File: src/rtl/seg7_pkg.sv
// Shared 7-segment definitions (active-high, bit0=a .. bit6=g) used by capture and display encoder.
// Holds the hex glyph table, the blank code and the pattern<->hex conversion helpers.
package seg7_pkg;

  localparam int SEG_W = 7;
  localparam logic [SEG_W-1:0] SEG_BLANK = 7'h00;

  // Index n holds the glyph for hex digit n.
  localparam logic [15:0][SEG_W-1:0] SEG_TABLE = {
    7'h71, 7'h79, 7'h5E, 7'h39, 7'h7C, 7'h77, 7'h6F, 7'h7F,
    7'h07, 7'h7D, 7'h6D, 7'h66, 7'h4F, 7'h5B, 7'h06, 7'h3F
  };

  typedef struct packed {
    logic       legal;
    logic [3:0] hex;
  } seg_dec_t;

  typedef enum logic [1:0] {
    CLS_NONE,
    CLS_HEX,
    CLS_BLANK,
    CLS_BAD
  } seg_class_t;

  function automatic seg_dec_t seg_to_hex(input logic [SEG_W-1:0] seg);
    seg_dec_t r;
    r = '0;
    for (int i = 0; i < 16; i++) begin
      if (seg == SEG_TABLE[i]) begin
        r.legal = 1'b1;
        r.hex   = 4'(i);
      end
    end
    return r;
  endfunction

  function automatic logic [SEG_W-1:0] hex_to_seg(input logic [3:0] hex);
    return SEG_TABLE[hex];
  endfunction

endpackage

File: src/rtl/seg7_capture_decode.sv
// Combinational 7-segment pattern to hex decoder; legal is low for any pattern outside the glyph table.
module seg7_decode
  import seg7_pkg::*;
(
  input  logic [SEG_W-1:0] i_seg,
  output logic             o_legal,
  output logic [3:0]       o_hex
);

  seg_dec_t w_dec;

  always_comb begin
    w_dec   = seg_to_hex(i_seg);
    o_legal = w_dec.legal;
    o_hex   = w_dec.hex;
  end

endmodule

File: src/rtl/seg7_capture.sv
// Synchronises and debounces a 7-segment bus, decodes each newly stable pattern and flags blank/illegal/out-of-order digits.
// Result pulses appear STABLE_CYCLES+2 edges after the first edge that samples a new pattern.
module seg7_capture
  import seg7_pkg::*;
#(
  parameter int STABLE_CYCLES = 4,
  parameter int CNT_W         = 8
) (
  input  logic             clk,
  input  logic             rst_n,
  input  logic [6:0]       seg_in,
  input  logic             en,
  output logic [3:0]       digit,
  output logic             digit_valid,
  output logic             bad_pattern,
  output logic             seq_err,
  output logic             blank,
  output logic [CNT_W-1:0] cap_count
);

  localparam int            STAB_W   = $clog2(STABLE_CYCLES + 1);
  localparam logic [STAB_W-1:0] STAB_MAX = STAB_W'(STABLE_CYCLES);

  logic [SEG_W-1:0]  r_q1;
  logic [SEG_W-1:0]  r_q2;
  logic [SEG_W-1:0]  r_cand;
  logic [STAB_W-1:0] r_stab;
  logic [SEG_W-1:0]  r_last;
  logic              r_have_prev;

  logic [3:0]        r_digit;
  logic              r_valid;
  logic              r_bad;
  logic              r_seq;
  logic              r_blank;
  logic [CNT_W-1:0]  r_cnt;

  logic              w_accept;
  logic              w_legal;
  logic [3:0]        w_hex;
  seg_class_t        w_class;

  always_ff @(posedge clk or negedge rst_n) begin
    if (!rst_n) begin
      r_q1 <= '0;
      r_q2 <= '0;
    end else begin
      r_q1 <= seg_in;
      r_q2 <= r_q1;
    end
  end

  // The candidate keeps tracking the bus while disabled, so counting resumes on the current pattern.
  always_ff @(posedge clk or negedge rst_n) begin
    if (!rst_n) begin
      r_cand <= '0;
      r_stab <= '0;
    end else if (r_q2 != r_cand) begin
      r_cand <= r_q2;
      r_stab <= en ? STAB_W'(1) : '0;
    end else if (!en) begin
      r_stab <= '0;
    end else if (r_stab < STAB_MAX) begin
      r_stab <= r_stab + STAB_W'(1);
    end
  end

  assign w_accept = en && (r_stab == STAB_MAX) && (r_cand != r_last);

  seg7_decode u_decode (
    .i_seg   (r_cand),
    .o_legal (w_legal),
    .o_hex   (w_hex)
  );

  always_comb begin
    w_class = CLS_NONE;
    if (w_accept) begin
      if (r_cand == SEG_BLANK) begin
        w_class = CLS_BLANK;
      end else if (w_legal) begin
        w_class = CLS_HEX;
      end else begin
        w_class = CLS_BAD;
      end
    end
  end

  always_ff @(posedge clk or negedge rst_n) begin
    if (!rst_n) begin
      r_last      <= SEG_BLANK;
      r_have_prev <= 1'b0;
      r_digit     <= '0;
      r_valid     <= 1'b0;
      r_bad       <= 1'b0;
      r_seq       <= 1'b0;
      r_blank     <= 1'b1;
      r_cnt       <= '0;
    end else begin
      r_valid <= 1'b0;
      r_bad   <= 1'b0;
      r_seq   <= 1'b0;
      if (w_accept) begin
        r_last <= r_cand;
      end
      case (w_class)
        CLS_HEX: begin
          r_digit     <= w_hex;
          r_valid     <= 1'b1;
          r_blank     <= 1'b0;
          r_cnt       <= r_cnt + CNT_W'(1);
          r_seq       <= r_have_prev && (w_hex != (r_digit + 4'd1));
          r_have_prev <= 1'b1;
        end
        CLS_BLANK: begin
          r_blank     <= 1'b1;
          r_have_prev <= 1'b0;
        end
        CLS_BAD: begin
          r_bad       <= 1'b1;
          r_blank     <= 1'b0;
          r_have_prev <= 1'b0;
        end
        default: begin
        end
      endcase
    end
  end

  assign digit       = r_digit;
  assign digit_valid = r_valid;
  assign bad_pattern = r_bad;
  assign seq_err     = r_seq;
  assign blank       = r_blank;
  assign cap_count   = r_cnt;

endmodule

File: config.mk
export PLATFORM = sky130hd
export DESIGN_NAME = seg7_capture
export DESIGN_NICKNAME = d
export VERILOG_FILES = /design/src/rtl/seg7_pkg.sv /design/src/rtl/seg7_capture_decode.sv /design/src/rtl/seg7_capture.sv
export SDC_FILE = /design/constraint.sdc
export NUM_CORES = 1
export LEC_CHECK = 0
export ABC_AREA = 1
export BUFFER_PORTS_ARGS = -buffer_cell sky130_fd_sc_hd__buf_2
export CAP_MARGIN = 20
export CORE_ASPECT_RATIO = 1.5
export CORE_MARGIN = 5
export CORE_UTILIZATION = 38
export DETAILED_ROUTE_END_ITERATION = 10
export PLACE_DENSITY = 0.58
export SYNTH_ARGS = -nofsm -noshare
export SYNTH_HDL_FRONTEND = slang
export SYNTH_SLANG_ARGS = --single-unit
File: constraint.sdc
create_clock -name clk -period 1.45 [get_ports clk]
set_input_delay 0.0725 -clock clk [delete_from_list [all_inputs] [get_ports clk]]
set_output_delay 0.0725 -clock clk [all_outputs]
set_load 0.05 [all_outputs]
==> flow_summary.toml, run 1 <==
[setup_path]
path_max_fanout = 7
critPathLaunchType = "flip-flop"
path_class = "reg2reg"
worstPathArrival_ns = 1.93
critPathRequiredTime_ns = 1.69
end_kind = "flip-flop"

[route]
drt_iter0_drc = 68
routed_wirelength_um = 5400
wl_per_cell_um = 12.5
drt-vias-per-instance = 4.74
ant_nets = 0
vias = 2048
drt_pass1_iterations = 4
drcViolationCount = 0

[cts]
root_buffer = "clkbuf_8"
cts_tree = "built"
clkTransAtPathRegs_ns = 0.09
clockBufferDepth = 2
htreeDepth = 2
clkSinkCount = 48
numCtsBuffers = 5
insertion_delay_ns = 0.31

[layout]
final_layout_size_suffix_gt1_share_pct = 40.7
nNetsFinal = 370
final_common_cell = "nand2_1"
antenna_cells = 0
seqCellArea_um2 = 1210
area_growth_pct = 35.6
final_cell_mix = "nand2_1 (71), dfrtp_1 (39), buf_4 (35)"
multi_input_area_um2 = 1220
fillers = 590

[global_route]
grt_pass1_wl_um = 9580
grt_max_degree = 49
grt_pass1_vias = 2217
antenna_found_initial = 0
track_usage_pct = 15.4
gr-total-overflow = 0

[pwr]
peakVddDrop_v = 0.000918
p_leak_nw = 1.71
power_density_nw_per_um2 = 755

[floorplan]
dieArea_um2 = 8200
fp.dieW_um = 75.6
dieHeight_um = 108
initial_core_util_pct = 38.4
io_pins = 26
coreArea_um2 = 6400
num_rows = 36

[synth]
syn_area_per_cell_um2 = 8.58
syn_nets = 300
syn_inst = 286
synth_seq_area_share_pct = 49.0
synth_area_um2 = 2450
ys_ff_latch = 48
synthDistinctLibCells = 30
synth_warnings = 0

[timing]
fin_crit_ns = 1.68
drv_slew = 0
min_period_over_period_pct = 116
hold_viol = 0
setup_slack_ns = -0.233
fmax_mhz = 594
worst_hold_slack_ns = 0.280
slew_headroom_pct = 83.0
tns_ns = -4.51
skew_ns = 0.00790
rsz0062_at_grt = "yes"
worstMarginPinSlew_ns = 0.256
setup_violations = 25

[place]
portBuffers = 25
place_hpwl_um = 3870
routabilityCongestion = 0.860

[status]
violations = "setup timing"
status = "finished, violations left"

[job]
drv_cap = 0

[min_path]
worstHoldPathType = "in2async"
kinds of logic after synthesis:
family / Yosys count / share of synthesized area (%)
fa+ha+maj: 4 / 2.04
xor+xnor: 21 / 7.50
simple gates: 155 / 28.9
buf+inv: 42 / 8.97
flops: 48 / 49.0
compound gates: 16 / 3.62
path summary, 6_finish.rpt:
check / start / end / slack [ns] / cells past startpoint
setup / recovery: r_cand[4]$_DFFE_PN0P_ / digit[1]$_DFFE_PN0N_ / -0.23 / 11
max in group asynchronous: rst_n / blank$_DFFE_PN1P_ / 0.91 / 3
hold / removal: rst_n / r_last[5]$_DFFE_PN0P_ / 0.28 / 3
hold reg to reg: r_q1[1]$_DFF_PN0_ / r_q2[1]$_DFF_PN0_ / 0.35 / 0
min in group clk: r_q1[1]$_DFF_PN0_ / r_q2[1]$_DFF_PN0_ / 0.35 / 0
setup reg to reg: r_cand[4]$_DFFE_PN0P_ / digit[1]$_DFFE_PN0N_ / -0.23 / 11
metrics by stage:
stage | power, W | area [um2] | cells | util (%) | setup slack (ns)
detailed placement | 0.00164 | 2870 | 407 | 44.9 | -0.499
finish | 0.00251 | 3330 | 432 | 52.0 | -0.233
global placement | 0.00164 | 2870 | 407 | 44.9 | -0.495
global route | 0.00266 | 3330 | 432 | 52.0 | -0.354
CTS | 0.00254 | 3270 | 430 | 51.2 | -0.212
floorplan | 0.00155 | 2490 | 286 | - | -0.117
power by group:
part           total, W  leakage [nW]  switching [W]  internal [W]
logic          0.000276          1.06       0.000140      0.000136
clock network  0.000829        0.0473       0.000449      0.000381
registers       0.00141         0.603      0.0000367       0.00137
Yosys cell counts, drive strengths merged:
| master | n | area share [%] |
|---|---|---|
| o21ai | 11 | 2.4 |
| dfrtp | 47 | 48 |
| nor3b | 1 | 0.31 |
| nor2 | 34 | 5.9 |
| nand2 | 90 | 16 |
| and2 | 1 | 0.26 |
| o31ai | 1 | 0.31 |
| inv | 25 | 3.9 |
| dfstp | 1 | 1.1 |
| clkbuf | 8 | 1.2 |
| ha | 4 | 2.0 |
| nand4 | 5 | 1.3 |
| nand3b | 1 | 0.31 |
| nor3 | 5 | 1.0 |
| nand3 | 18 | 4.3 |
| xor2 | 11 | 3.9 |
| a21oi | 3 | 0.61 |
| buf | 9 | 3.8 |
| o21bai | 1 | 0.31 |
| xnor2 | 10 | 3.6 |
worst max-delay path, cell delays in order (launching register included):
cell	delay [ns]
dfrtp_2	0.49
buf_4	0.17
nand2_1	0.07
nor2_2	0.05
nand3_1	0.07
nand2_2	0.07
nor2_4	0.19
nand3_4	0.17
nand2_8	0.12
buf_6	0.11
nand2_1	0.04
nand2_1	0.06
layer usage:
metal / vias to the layer above / track usage [%] / share of wire (%)
met5: - / 0 / 0
met3: 15 / 3.81 / 3.2
li1: 1021 / - / -
met1: 981 / 16.2 / 38
met2: 31 / 27.3 / 56
met4: 0 / 8.25 / 2.9
timing repair:
| item | 4_1_cts | 5_1_grt |
|---|---|---|
| endpoints found under the setup margin | 27 | 26 |
| gates cloned | 2 | 0 |
| buffers inserted | 5 | 2 |
| gates resized for setup | 51 | 8 |
| hold buffers | 9 | 0 |
| endpoints found under the hold margin | 56 | 0 |
| pin swaps | 15 | 6 |
registers in the layout, indices dropped and copies added, names as in the netlist:
name         cells
cap_count        8
r_cand           7
r_last           7
r_q1             7
r_q2             7
digit            4
r_stab           3
bad_pattern      1
blank            1
digit_valid      1
r_have_prev      1
seq_err          1
layout make-up:
type	count	area share, %
Sequential cell	48	36.4
Clock inverter	1	0.263
Clock buffer	6	2.48
Inverter	25	3.27
Timing Repair inverter	1	0.188
Tap cell	76	2.86
Timing Repair Buffer	78	17.7
Multi-Input combinational cell	197	36.8
Note: power is estimated with default switching activity, not from simulation.
==> run 2, diff against run 1 <==
- BUFFER_PORTS_ARGS: -buffer_cell sky130_fd_sc_hd__buf_2 -> default
- DONT_BUFFER_PORTS: default -> 1
- PLACE_DENSITY: 0.58 -> 0.52
- clock period: 1.45 -> 2.1 ns (I/O delays scaled with it)
==> flow_summary.toml, run 2 (synthesis gave the netlist of run 1 again) <==
[global_route]
grt_pass1_wl_um = 8800
track_usage_pct = 14.5
grt_pass1_vias = 1912
gr-total-overflow = 0
grt_max_degree = 49
antenna_found_initial = 0

[setup_path]
path_class = "reg2reg"
critPathRequiredTime_ns = 2.30
path_max_fanout = 14
end_kind = "flip-flop"
r2r_slack_ns = 0.24
critPathLaunchType = "flip-flop"
worstPathArrival_ns = 2.07

[pwr]
peakVddDrop_v = 0.000420
power_density_nw_per_um2 = 617
total_power_w = 0.00168
p_leak_nw = 1.38

[floorplan]
dieHeight_um = 108
num_rows = 36
initial_core_util_pct = 38.4
fp.dieW_um = 75.6
coreArea_um2 = 6400
dieArea_um2 = 8200
io_pins = 26

[cts]
clkTransAtPathRegs_ns = 0.10
insertion_delay_ns = 0.31
cts_tree = "built"
root_buffer = "clkbuf_8"
clkSinkCount = 48
clockBufferDepth = 2
post_cts_buffers = 0
htreeDepth = 2
numCtsBuffers = 5

[route]
ant_nets = 0
drcViolationCount = 0
wl_per_cell_um = 13.5
drt-vias-per-instance = 4.75
routed_wirelength_um = 5040
vias = 1770
drt_pass1_iterations = 4
drt_iter0_drc = 71

[timing]
slew_headroom_pct = 63.2
fin_crit_ns = 1.86
worstMarginPinSlew_ns = 0.552
min_period_over_period_pct = 88.7
skew_ns = 0.00953
setup_violations = 0
drv_slew = 0
fmax_mhz = 537
hold_viol = 0
rsz0062_at_grt = "no"
tns_ns = 0

[layout]
final_common_cell = "nand2_1"
final_layout_size_suffix_gt1_share_pct = 18.2
largest_register_ffs = 8
final_cell_mix = "nand2_1 (79), dfrtp_1 (40), nor2_1 (29)"
fillers = 664
antenna_cells = 0
nNetsFinal = 310
multi_input_area_um2 = 1030
seqCellArea_um2 = 1210
area_growth_pct = 11.1

[min_path]
worstHoldPathType = "in2reg"

[place]
routabilityCongestion = 0.851
portBuffers = 0
place_hpwl_um = 3780

[job]
drv_cap = 0

[status]
status = "completed"
run 2: final timing paths:
check	startpoint	end	depth (start not counted)
worst min register to register	r_q1[6]$_DFF_PN0_	r_q2[6]$_DFF_PN0_	0
worst max register to register	r_cand[1]$_DFFE_PN0P_	cap_count[5]$_DFFE_PN0N_	14
max in group asynchronous	rst_n	blank$_DFFE_PN1P_	2
worst min-delay path	en	blank$_DFFE_PN1P_	6
worst max-delay path	r_cand[1]$_DFFE_PN0P_	cap_count[5]$_DFFE_PN0N_	14
min in group asynchronous	rst_n	bad_pattern$_DFF_PN0_	2
run 2: through the flow:
step	setup WS [ns]	instance area [um2]	utilization [%]	hold slack, ns	instances
after floorplan	0.518	2450	-	-0.191	286
after CTS	0.0248	2720	42.4	0.150	373
after global placement	0.0748	2500	39.1	-0.189	355
final	0.238	2730	42.6	0.146	373
after detailed placement	0.0475	2500	39.1	-0.190	355
after global routing	0.0589	2730	42.6	0.176	373
run 2: power by group:
| part | total (W) | internal (W) | switching, W |
|---|---|---|---|
| Clock | 0.000595 | 0.000267 | 0.000328 |
| Combinational | 0.000111 | 0.0000464 | 0.0000649 |
| Sequential | 0.000975 | 0.000946 | 0.0000287 |
run 2: what timing repair did:
action	CTS	global route
resized for setup	0	9
setup endpoints to repair	0	10
hold buffers	10	0
endpoints found under the hold margin	58	0
run 2: area by class of cell:
cell class,instances,area share (%)
Clock inverter,2,0.551
Tap cell,76,3.49
Inverter,25,3.63
Sequential cell,48,44.4
Timing Repair Buffer,20,7.07
Multi-Input combinational cell,196,37.8
Clock buffer,6,3.03
run 2: critical path: stages, from the launching register on:
cell,delay (ns)
dfrtp_2,0.48
inv_4,0.09
nand2_4,0.05
nor2_1,0.22
nand2_1,0.15
nand2_2,0.11
nor2_4,0.04
nand2_2,0.05
nor2_2,0.04
nand3_2,0.08
nand2_4,0.12
inv_4,0.15
nand2_1,0.07
nand2_1,0.06
nand2_1,0.05
run 2: layer usage:
metal,routed length [um],vias up,track usage [%]
li1,-,897,-
met1,1880,831,15.0
met2,2810,31,25.6
met3,207,11,3.63
met4,143,0,7.75
met5,0,-,0
